--- config.mk ---
export PLATFORM = sky130hd
export DESIGN_NAME = pll_lock_monitor
export DESIGN_NICKNAME = d
export VERILOG_FILES = /design/src/rtl/pll_lock_monitor.sv
export SDC_FILE = /design/constraint.sdc
export NUM_CORES = 1
export LEC_CHECK = 0
export ABC_CLOCK_PERIOD_IN_PS = 1700
export CAP_MARGIN = 20
export CORE_UTILIZATION = 29
export DETAILED_ROUTE_END_ITERATION = 10
export GPL_TIMING_DRIVEN = 0
export PLACE_DENSITY_LB_ADDON = 0.05
export SLEW_MARGIN = 0
export SYNTH_ARGS = -nofsm -noshare
export SYNTH_HDL_FRONTEND = slang
export SYNTH_SLANG_ARGS = --single-unit
--- constraint.sdc ---
create_clock -name clk -period 1.7 [get_ports clk]
set_input_delay 0.34 -clock clk [delete_from_list [all_inputs] [get_ports clk]]
set_output_delay 0.34 -clock clk [all_outputs]
set_load 0.01 [all_outputs]
--- src/rtl/pll_lock_monitor.sv ---
// Purpose: filters the async PLL lock flag into a clean registered system reset and counts loss-of-lock events.
// Latency: 2-flop sync + STABLE_CYCLES qualification before release; loss of lock drops sys_rst_n 3 edges after locked_i falls.
// Backpressure: none; free-running monitor, lost_clr is a single-cycle synchronous clear.
// Build option: define PLL_MON_RETRY_EN to add the lock timeout and PLL_RESET retry pulse.
module pll_lock_monitor #(
    parameter int STABLE_CYCLES    = 1024,
    parameter int TIMEOUT_CYCLES   = 65536,
    parameter int RST_PULSE_CYCLES = 16,
    parameter int LOST_W           = 8
) (
    input  logic              clk,
    input  logic              rst_n,
    input  logic              locked_i,
    input  logic              lost_clr,
    output logic              sys_rst_n,
    output logic              ready,
    output logic              pll_rst,
    output logic [LOST_W-1:0] lost_count
);

    localparam int MAX_A   = (STABLE_CYCLES > TIMEOUT_CYCLES) ? STABLE_CYCLES : TIMEOUT_CYCLES;
    localparam int MAX_CYC = (MAX_A > RST_PULSE_CYCLES) ? MAX_A : RST_PULSE_CYCLES;
    localparam int CNT_W   = $clog2(MAX_CYC) + 1;

    // The WAIT_LOCK cycle that first sees locked_s high is the first qualifying
    // cycle, so STABLE only has to count the remaining STABLE_CYCLES-1 of them.
    localparam logic [CNT_W-1:0] STABLE_LAST =
        (STABLE_CYCLES > 1) ? CNT_W'(STABLE_CYCLES - 2) : '0;
`ifdef PLL_MON_RETRY_EN
    localparam logic [CNT_W-1:0] TIMEOUT_LAST = CNT_W'(TIMEOUT_CYCLES - 1);
    localparam logic [CNT_W-1:0] PULSE_LAST   = CNT_W'(RST_PULSE_CYCLES - 1);
`endif

    typedef enum logic [1:0] {
        S_WAIT_LOCK = 2'd0,
        S_STABLE    = 2'd1,
        S_RUN       = 2'd2
`ifdef PLL_MON_RETRY_EN
        , S_PLL_RESET = 2'd3
`endif
    } state_t;

    state_t           state_q, state_n;
    logic [CNT_W-1:0] cnt_q, cnt_n;
    logic [1:0]       sync_q;
    logic             locked_s;
    logic             loss_evt;

    assign locked_s = sync_q[1];

    // Two-flop synchronizer: the only place locked_i is sampled.
    always_ff @(posedge clk or negedge rst_n) begin
        if (!rst_n) begin
            sync_q <= 2'b00;
        end else begin
            sync_q <= {sync_q[0], locked_i};
        end
    end

    // Next-state and shared counter logic.
    always_comb begin
        state_n  = state_q;
        cnt_n    = cnt_q;
        loss_evt = 1'b0;
        case (state_q)
            S_WAIT_LOCK: begin
                cnt_n = cnt_q + CNT_W'(1);
                if (locked_s) begin
                    cnt_n   = '0;
                    state_n = (STABLE_CYCLES > 1) ? S_STABLE : S_RUN;
                end
`ifdef PLL_MON_RETRY_EN
                else if (cnt_q == TIMEOUT_LAST) begin
                    cnt_n   = '0;
                    state_n = S_PLL_RESET;
                end
`endif
            end
            S_STABLE: begin
                cnt_n = cnt_q + CNT_W'(1);
                if (!locked_s) begin
                    // Any dropout restarts qualification from scratch.
                    cnt_n   = '0;
                    state_n = S_WAIT_LOCK;
                end else if (cnt_q == STABLE_LAST) begin
                    state_n = S_RUN;
                end
            end
            S_RUN: begin
                if (!locked_s) begin
                    cnt_n    = '0;
                    state_n  = S_WAIT_LOCK;
                    loss_evt = 1'b1;
                end
            end
`ifdef PLL_MON_RETRY_EN
            S_PLL_RESET: begin
                // Lock flag is meaningless while the PLL is held in reset.
                cnt_n = cnt_q + CNT_W'(1);
                if (cnt_q == PULSE_LAST) begin
                    cnt_n   = '0;
                    state_n = S_WAIT_LOCK;
                end
            end
`endif
            default: begin
                cnt_n   = '0;
                state_n = S_WAIT_LOCK;
            end
        endcase
    end

    // State, counter and outputs decoded from next state so they move together.
    always_ff @(posedge clk or negedge rst_n) begin
        if (!rst_n) begin
            state_q   <= S_WAIT_LOCK;
            cnt_q     <= '0;
            sys_rst_n <= 1'b0;
            ready     <= 1'b0;
`ifdef PLL_MON_RETRY_EN
            pll_rst   <= 1'b0;
`endif
        end else begin
            state_q   <= state_n;
            cnt_q     <= cnt_n;
            sys_rst_n <= (state_n == S_RUN);
            ready     <= (state_n == S_RUN);
`ifdef PLL_MON_RETRY_EN
            pll_rst   <= (state_n == S_PLL_RESET);
`endif
        end
    end

`ifndef PLL_MON_RETRY_EN
    assign pll_rst = 1'b0;
`endif

    // Saturating loss counter; a clear coinciding with a loss keeps that loss.
    always_ff @(posedge clk or negedge rst_n) begin
        if (!rst_n) begin
            lost_count <= '0;
        end else if (lost_clr) begin
            lost_count <= loss_evt ? LOST_W'(1) : '0;
        end else if (loss_evt && (lost_count != {LOST_W{1'b1}})) begin
            lost_count <= lost_count + LOST_W'(1);
        end
    end

endmodule

==> results of run 1 <==
## where the power goes
group	internal, mW	total, mW	switching, mW
registers	0.729	0.751	0.0221
clock network	0.625	0.915	0.289
logic	0.0796	0.164	0.0848
total	1.43	1.83	0.396
## flip-flops by register name, summed over array words and instances, names as in the netlist
| signal | count |
|---|---|
| cnt_q | 17 |
| ready | 1 |
| lost_count | 8 |
| state_q | 2 |
| sync_q | 2 |
## worst max-delay path, cell delays in order, from the launching register on
cell     delay, ns
dfrtp_2       0.48
xor2_4        0.21
or2_1         0.22
buf_6         0.13
or4_1         0.50
nand3_1       0.10
## repair_timing
action / in CTS / in global routing
setup endpoints to repair: 13 / 14
resized for setup: 8 / 11
setup buffers: 3 / 12
pin swaps: 2 / 10
## final timing paths
kind                                                  end  slack [ns]  cells after the start
worst min register to register        sync_q[1]$_DFF_PN0_        0.36                      0
worst min-delay path                  sync_q[1]$_DFF_PN0_        0.36                      0
min in group asynchronous       lost_count[7]$_DFFE_PN0P_        0.51                      1
worst max register to register      cnt_q[12]$_DFFE_PN0P_       0.007                      5
max in group asynchronous            state_q[0]$_DFF_PN0_        0.64                      2
worst max-delay path                cnt_q[12]$_DFFE_PN0P_       0.007                      5
## synthesized netlist by cell type (all sizes together) (3+ instances only)
cell type  instances  area (um2)
dfrtp             30         751
nand2             16        60.1
o21ai             15        75.1
nand3             10        50.1
buf                9        67.6
nor2               8        30.0
inv                7        26.3
a21oi              6        30.0
and3               6        37.5
nand4              6        37.5
o211ai             5        37.5
a31oi              4        25.0
nor3               4        20.0
xor2               4        35.0
and4               3        26.3
ha                 3        37.5
mux2i              3        30.0
## layer usage
| metal | share of wire [%] | up-vias | wire length (um) |
|---|---|---|---|
| met4 | 1.2 | 0 | 48 |
| met3 | 2.4 | 6 | 100 |
| met1 | 54 | 716 | 2250 |
| met5 | 0 | - | 0 |
| li1 | - | 699 | - |
| met2 | 43 | 24 | 1770 |
## stage by stage
| stage | power (mW) | setup TNS, ns | setup slack [ns] |
|---|---|---|---|
| 5_1_grt | 1.90 | -0.143 | -0.0353 |
| 3_3_place_gp | 0.871 | -8.73 | -0.279 |
| 4_1_cts | 1.82 | -0.0233 | -0.0165 |
| 6_report | 1.83 | 0 | 0.00686 |
| 3_5_place_dp | 0.881 | -0.442 | -0.120 |
| 2_1_floorplan | 0.828 | 0 | 0.0718 |
## layout make-up
cell class	count	area, um2
Multi-Input combinational cell	122	832
Fill cell	509	3050
Clock inverter	2	60.1
Inverter	7	26.3
Buffer	11	82.6
Sequential cell	30	754
Tap cell	70	87.6
Timing Repair Buffer	28	260
Clock buffer	6	82.6
## cell families (layout without fill, tap and decap cells)
group / after synthesis / after routing / synth area share (%)
flops: 30 / 30 / 46.5
fa+ha+maj: 3 / 3 / 2.32
simple gates: 68 / 68 / 23.4
compound gates: 43 / 43 / 17.3
buf+inv: 18 / 54 / 6.27
other cells: 1 / 1 / 0.232
mux: 3 / 3 / 1.86
xor+xnor: 4 / 4 / 2.17
==> flow_summary.json, run 1 <==
{
  "power.density_nw_per_um2": 837,
  "status": "finished, final reports clean",
  "fin_hold_ws_ns": 0.360,
  "synth_flop_cell": "dfrtp_1",
  "ys_seq_area_share_pct": 46.5,
  "max_freq_ghz": 0.591,
  "cp_max_fo": 6,
  "dp.cells": 253,
  "cts_made_buffers": 5,
  "startpoint": "state_q[0]$_DFF_PN0_",
  "met1_usage_pct": 22.3,
  "clk_path_buf_depth": 2,
  "dieArea_um2": 5870,
  "final_area_um2": 2190,
  "hpwlAfterDp_um": 2830,
  "vias": 1445,
  "hold_path.class": "register to register",
  "gp_congestion": 0.767,
  "cts_hold_buf": 0,
  "io_pins": 15,
  "cts-root-buf": "clkbuf_8",
  "utilization_pct": 41.7,
  "core_um2": 5240,
  "syn-cell-area_um2": 1620,
  "drive_gt1_share_pct": 22.8,
  "hold_viol_final": 0,
  "critPathArrivalTime_ns": 1.91,
  "finalCritPeriodShare_pct": 99.6,
  "busiest_layer": "met1",
  "worstSetupStartpointType": "register",
  "yosys_warnings": 0,
  "synthCells": 170,
  "rows": 26,
  "hp-start": "sync_q[0]$_DFF_PN0_",
  "die_h_um": 76.6,
  "async_flop_share_pct": 100,
  "grt_pass1_wl_um": 6840,
  "track_usage_pct": 14.9,
  "leakage_nw": 0.951,
  "path_clk_slew_ns": 0.07,
  "setup_viol": 0,
  "drt_first_iter_violations": 110,
  "final_cell_mix": "dfrtp_1, buf_4, nand2_1, clkdlybuf4s50_1, nand3_1",
  "path_class": "register to register",
  "ir_drop_mv": 0.331,
  "floorplan.initialDensity_pct": 30.8,
  "clkLatencyLatePin_ns": 0.28,
  "grt_pass1_vias": 1361,
  "rsz0062_at_grt": "yes",
  "synthesis.nets": 177,
  "tightestPinTransition_ns": 0.770,
  "diodes": 0,
  "drv_cap": 0,
  "antenna_found_initial": 0,
  "avgRoutedWirePerCell_um": 15.1,
  "syn_to_final_growth_pct": 35.3,
  "drt-pass1-iter-count": 4,
  "cts.sinks": 30,
  "drc": 0,
  "gr-total-overflow": 0,
  "cp-end-kind": "register",
  "met2_usage_pct": 20.5,
  "fin_skew_ns": 0.00321,
  "r2r_start": "state_q[0]$_DFF_PN0_",
  "final_common_cell": "dfrtp_1",
  "slew_violations": 0,
  "viasPerCell": 5.24,
  "max_slew_margin_pct": 48.5,
  "final_cells": 276,
  "cp.required_ns": 1.92,
  "htree_levels": 2,
  "die_width_um": 76.6,
  "use_met3_pct": 2.63,
  "ant_nets": 0,
  "cts_tree": "done",
  "nets": 212,
  "final.min_clock_period_ns": 1.69,
  "dpl_cell_area_um2": 1850,
  "syn_avg_cell_area_um2": 9.50,
  "yosysUniqueCellTypes": 43,
  "synth_edf_count": 0,
  "grt_max_degree": 18,
  "wl_um": 4170,
  "synth_seq_cells": 30,
  "port_buffers": 12
}
Power figures use the tool's default switching activity.
==> run 2, diff against run 1 <==
--- a/config.mk
+++ b/config.mk
@@ -5,12 +5,13 @@
 export SDC_FILE = /design/constraint.sdc
 export NUM_CORES = 1
 export LEC_CHECK = 0
-export ABC_CLOCK_PERIOD_IN_PS = 1700
+export ABC_CLOCK_PERIOD_IN_PS = 1920
 export CAP_MARGIN = 20
 export CORE_UTILIZATION = 29
 export DETAILED_ROUTE_END_ITERATION = 10
 export GPL_TIMING_DRIVEN = 0
 export PLACE_DENSITY_LB_ADDON = 0.05
+export SETUP_SLACK_MARGIN = 0.15
 export SLEW_MARGIN = 0
 export SYNTH_ARGS = -nofsm -noshare
 export SYNTH_HDL_FRONTEND = slang
==> constraint.sdc (replaced) <==
create_clock -name clk -period 1.92 [get_ports clk]
set_input_delay 0.384 -clock clk [delete_from_list [all_inputs] [get_ports clk]]
set_output_delay 0.384 -clock clk [all_outputs]
set_load 0.01 [all_outputs]
==> flow_summary.json, run 2 (synthesized netlist as in run 1, its figures left out) <==
{
  "wl_um": 4010,
  "slew_violations": 0,
  "clk_path_buf_depth": 2,
  "cts.sinks": 30,
  "final_common_cell": "dfrtp_1",
  "p_seq_share_pct": 41.3,
  "vias": 1398,
  "gp_congestion": 0.767,
  "setup_viol": 0,
  "tightestPinTransition_ns": 0.768,
  "drive_gt1_share_pct": 15.3,
  "rrSetupSlack_ns": 0.22,
  "cts_tree": "done",
  "htree_levels": 2,
  "utilization_pct": 39.6,
  "syn_to_final_growth_pct": 28.4,
  "rows": 26,
  "cts-root-buf": "clkbuf_8",
  "p_switching_mw": 0.344,
  "fin_hold_ws_ns": 0.363,
  "setup_slack_ns": 0.217,
  "final_cells": 266,
  "p_comb_share_pct": 8.4,
  "hpwlAfterDp_um": 2830,
  "ant_nets": 0,
  "power.density_nw_per_um2": 774,
  "largest_reg_flops": 17,
  "finalCritPeriodShare_pct": 88.7,
  "final.min_clock_period_ns": 1.70,
  "grt_max_degree": 18,
  "cp-end-kind": "register",
  "p_sw_share_pct": 21.4,
  "fin_skew_ns": 0.00504,
  "dp.cells": 253,
  "cts_hold_buf": 0,
  "port_buffers": 12,
  "p_int_mw": 1.26,
  "cp.required_ns": 2.13,
  "dieArea_um2": 5870,
  "floorplan.initialDensity_pct": 30.8,
  "drc": 0,
  "diodes": 0,
  "leakage_nw": 0.888,
  "dp_slack_ns": 0.100,
  "top_register": "cnt_q",
  "gr-total-overflow": 0,
  "ir_drop_mv": 0.291,
  "reg.largest.list": "cnt_q x17, lost_count x8",
  "status": "finished, final reports clean",
  "drt-pass1-iter-count": 4,
  "viasPerCell": 5.26,
  "hold_path.class": "register to register",
  "final_cell_mix": "dfrtp_1, nand2_1, clkdlybuf4s50_1, nand3_1",
  "path_clk_slew_ns": 0.07,
  "grt_pass1_wl_um": 6780,
  "cts_made_buffers": 5,
  "drt_first_iter_violations": 97,
  "antenna_found_initial": 0,
  "max_freq_ghz": 0.587,
  "critPathArrivalTime_ns": 1.92,
  "die_width_um": 76.6,
  "max_slew_margin_pct": 48.6,
  "track_usage_pct": 14.8,
  "worstSetupStartpointType": "register",
  "drv_cap": 0,
  "io_pins": 15,
  "die_h_um": 76.6,
  "grt_pass1_vias": 1363,
  "clockPowerShare_pct": 50.4,
  "path_class": "register to register",
  "cp_max_fo": 6,
  "hold_viol_final": 0,
  "core_um2": 5240,
  "clkLatencyLatePin_ns": 0.28,
  "nets": 202,
  "rsz0062_at_grt": "yes",
  "avgRoutedWirePerCell_um": 15.1
}
==> run 2: changes by cell type in the layout (fill, tap and decap cells not counted), sizes merged <==
cell / before / now
buf: 25 / 15
==> run 2: worst paths after layout <==
| kind | startpoint | to | cells past startpoint |
|---|---|---|---|
| worst max-delay path | sync_q[1]$_DFF_PN0_ | cnt_q[16]$_DFFE_PN0P_ | 5 |
| worst min-delay path | sync_q[0]$_DFF_PN0_ | sync_q[1]$_DFF_PN0_ | 0 |
| worst max register to register | sync_q[1]$_DFF_PN0_ | cnt_q[16]$_DFFE_PN0P_ | 5 |
| worst min register to register | sync_q[0]$_DFF_PN0_ | sync_q[1]$_DFF_PN0_ | 0 |
| max in group asynchronous | rst_n | cnt_q[14]$_DFFE_PN0P_ | 2 |
| min in group asynchronous | rst_n | lost_count[7]$_DFFE_PN0P_ | 1 |
==> run 2: critical path, stage by stage, from the launching register on <==
cell and delay, ns:
dfrtp_2 0.46, xor2_2 0.22, or2_1 0.24, buf_6 0.13, or4_1 0.49, nand3_1 0.09
==> run 2: per-layer routing <==
layer	vias to the layer above	part of all wire, %	global-route usage [%]
met5	-	0	0
met4	0	0.95	6.54
met2	27	43	20.5
met3	4	3.0	2.63
met1	688	53	22.2
li1	679	-	-
==> run 2: power groups by stage <==
stage / logic, mW / registers, mW / clock network, mW
floorplan: 0.0617 / 0.672 / 0
global placement: 0.0946 / 0.677 / 0
detailed placement: 0.103 / 0.678 / 0
CTS: 0.125 / 0.661 / 0.821
global route: 0.150 / 0.665 / 0.852
finish: 0.135 / 0.663 / 0.809
==> run 2: timing repair <==
| action | CTS | global route |
|---|---|---|
| hold endpoints to repair | 0 | 0 |
| setup endpoints to repair | 3 | 15 |
| gates resized for setup | 1 | 12 |
| setup buffers | 3 | 2 |
| pin swaps | 0 | 3 |
==> run 2: area by class of cell <==
type	instances	area, um2
plain buffers	11	82.6
clock buffers	6	82.6
clock inverters	2	60.1
fillers	513	3160
inverters	7	26.3
multi-input cells	122	798
flip-flops and latches	30	752
well taps	70	87.6
repair buffers	18	185
==> run 2: metrics by stage <==
step                power, mW  setup TNS [ns]  cell area [um2]
floorplan               0.733               0             1620
global placement        0.771           -3.04             1820
detailed placement      0.780               0             1850
CTS                      1.61               0             2020
global route             1.67               0             2070
finish                   1.61               0             2070
==> patch: new RTL, flow settings as in run 1 <==
Change the parameter `STABLE_CYCLES` from 1024 to 4096.
--- a/src/rtl/pll_lock_monitor.sv
+++ b/src/rtl/pll_lock_monitor.sv
@@ -3,7 +3,7 @@
 // Backpressure: none; free-running monitor, lost_clr is a single-cycle synchronous clear.
 // Build option: define PLL_MON_RETRY_EN to add the lock timeout and PLL_RESET retry pulse.
 module pll_lock_monitor #(
-    parameter int STABLE_CYCLES    = 1024,
+    parameter int STABLE_CYCLES    = 4096,
     parameter int TIMEOUT_CYCLES   = 65536,
     parameter int RST_PULSE_CYCLES = 16,
     parameter int LOST_W           = 8
Check against the original RTL: same outputs for any inputs over 10 cycles, from zero or initial values and one cycle with rst_n low; that may be too few to reach the edited logic, so the function may still have changed.
==> patch against run 1 <==
Combinational power decreased by 24%. Power down 20%. Wire length decreased by 5.3%. Synthesized area increased by 1.3%. Worst setup slack gained 0.032 ns. Sequential power is essentially flat. Sequential cell count unchanged. Final area down 6.8%. Cell count down 2.5%. Critical path type unchanged. Largest power group is now sequential cells. Highest routed layer unchanged.
==> patch: results (changes against run 1) <==
Worst setup path
  • Worst-path fanout max: 4 (was 6)
  • Critical path's slowest cell: dfrtp_2 (was or4_1)
  • CP peak stage delay: 0.42 ns (was 0.50 ns)
  • Arrival @ worst endpoint: 1.88 ns (was 1.91 ns)

Pwr
  • Clk pwr share: 0.404 (was 0.500)
  • Max VDD drop: 0.471 mV (was 0.331 mV)
  • LEAKAGE: 0.866 nW (was 0.951 nW)
  • P_seq: 0.749 mW (was 0.751 mW)
  • Switching part of the total: 0.245 (was 0.217)
  • Sw Pwr: 0.358 mW (was 0.396 mW)

Route
  • Wl on met1: 2070 µm (was 2250 µm)
  • Vias: 1426 (was 1445)
  • Top sig layer: met4 (unchanged)
  • WL met3: 143 µm (was 100 µm)
  • Post-detailed-route wirelength per cell: 14.7 µm (was 15.1 µm)
  • Vias per cell: 5.30 (was 5.24)
  • DRT iter0 DRCs: 113 (was 110)
  • Met2 wire length: 1700 µm (was 1770 µm)
  • First-pass iteration count of the detailed router: 5 (was 4)

Yosys
  • Most used DFF post-synth: dfrtp_1 (unchanged)
  • Synth unique cells: 47 (was 43)
  • Dominant cells by area after synthesis: dfrtp_1 (46%), a31oi_1 (3.4%), nand2_1 (3.4%), nand4_1 (3.4%), nand3_1 (3.4%) (was dfrtp_1 (46%), nand2_1 (3.7%), nand3_1 (3.1%), o21ai_0 (2.8%), and3_1 (2.3%))
  • Post-synth top cells: dfrtp_1 (30), nand2_1 (15), nand3_1 (11), nor2_1 (11), o21ai_0 (11) (was dfrtp_1 (30), nand2_1 (16), nand3_1 (10), o21ai_0 (9), nor2_1 (8))
  • YS warnings: 0 (unchanged)
  • Sequential area share after synthesis: 0.459 (was 0.465)
  • Syn_nets: 179 (was 177)
  • Post-Synthesis Cells: 172 (was 170)

Outcome
  • Status: finished, final reports clean (unchanged)

Final layout
  • Layout cells sized above 1: 0.196 (was 0.228)
  • Fill cell count: 543 (was 509)
  • Largest Register: cnt_q (unchanged)
  • Nets: 205 (was 212)

Placed design
  • Placed insts: 254 (was 253)
  • Setup WS pre-CTS: -0.159 ns (was -0.120 ns)
  • Post-DP HPWL: 2680 µm (was 2830 µm)
  • Placed Area: 0.00184 mm² (was 0.00185 mm²)
  • Final GP Congestion: 0.772 (was 0.767)

Global routing
  • Total GRT Usage: 0.144 (was 0.149)
  • Pin count of the biggest net entering global routing: 31 (was 18)
  • Grt met1 use: 0.207 (was 0.223)
  • First-pass GRT wire length: 6670 µm (was 6840 µm)
  • Initial antenna violation count: 0 (unchanged)
  • Met3 usage: 0.0464 (was 0.0263)
  • Number of global-route vias before repair: 1333 (was 1361)
  • Met2 usage: 0.195 (was 0.205)

Min path
  • Hold/Removal Path Class: in -> async (was reg -> reg)

STA
  • Clock Skews: 0.00664 ns (was 0.00321 ns)
  • Slew headroom: 0.548 (was 0.485)
## patch: changes by cell type in the layout (fill, tap and decap cells not counted), moves of 4 or more
cell,run 1,this run
buf_4,17,10
inv_1,7,3
a31oi_1,4,9
o21ai_1,6,0
## patch: final timing paths
kind                                 from       endpoint  slack (ns)  cells after the start
worst max-delay path             cnt_q[0]          ready        0.04                      6
worst min-delay path                rst_n  lost_count[5]         0.1                      1
worst max register to register   cnt_q[0]          ready        0.04                      6
worst min register to register  sync_q[0]      sync_q[1]        0.35                      0
max in group asynchronous           rst_n       cnt_q[1]        1.11                      1
min in group clk                sync_q[0]      sync_q[1]        0.35                      0
## patch: final cells by class
| class | instances | area (µm²) | area share |
|---|---|---|---|
| Timing Repair Buffer | 19 | 168 | 0.0823 |
| Tap cell | 70 | 87.6 | 0.0430 |
| Sequential cell | 30 | 756 | 0.371 |
| Clock buffer | 7 | 86.3 | 0.0424 |
| Clock inverter | 1 | 5.00 | 0.00246 |
| Multi-Input combinational cell | 128 | 858 | 0.421 |
| Inverter | 3 | 11.3 | 0.00552 |
| Buffer | 11 | 66.3 | 0.0325 |
## patch: cell families after synthesis
| group | Yosys count | synth area share |
|---|---|---|
| XOR/XNOR | 6 | 0.0321 |
| multiplexers | 1 | 0.00612 |
| other | 1 | 0.00229 |
| adder cells (fa/ha/maj) | 3 | 0.0229 |
| AND/OR/NAND/NOR | 75 | 0.261 |
| flip-flops | 30 | 0.459 |
| buffers and inverters | 14 | 0.0466 |
| AO/OA/AOI/OAI | 42 | 0.170 |
## patch: repair_timing
item,4_1_cts,5_1_grt
buffers inserted,0,7
gates resized for setup,2,15
pin swaps,0,5
setup endpoints to repair,4,15
hold endpoints to repair,0,0
hold buffers,0,0
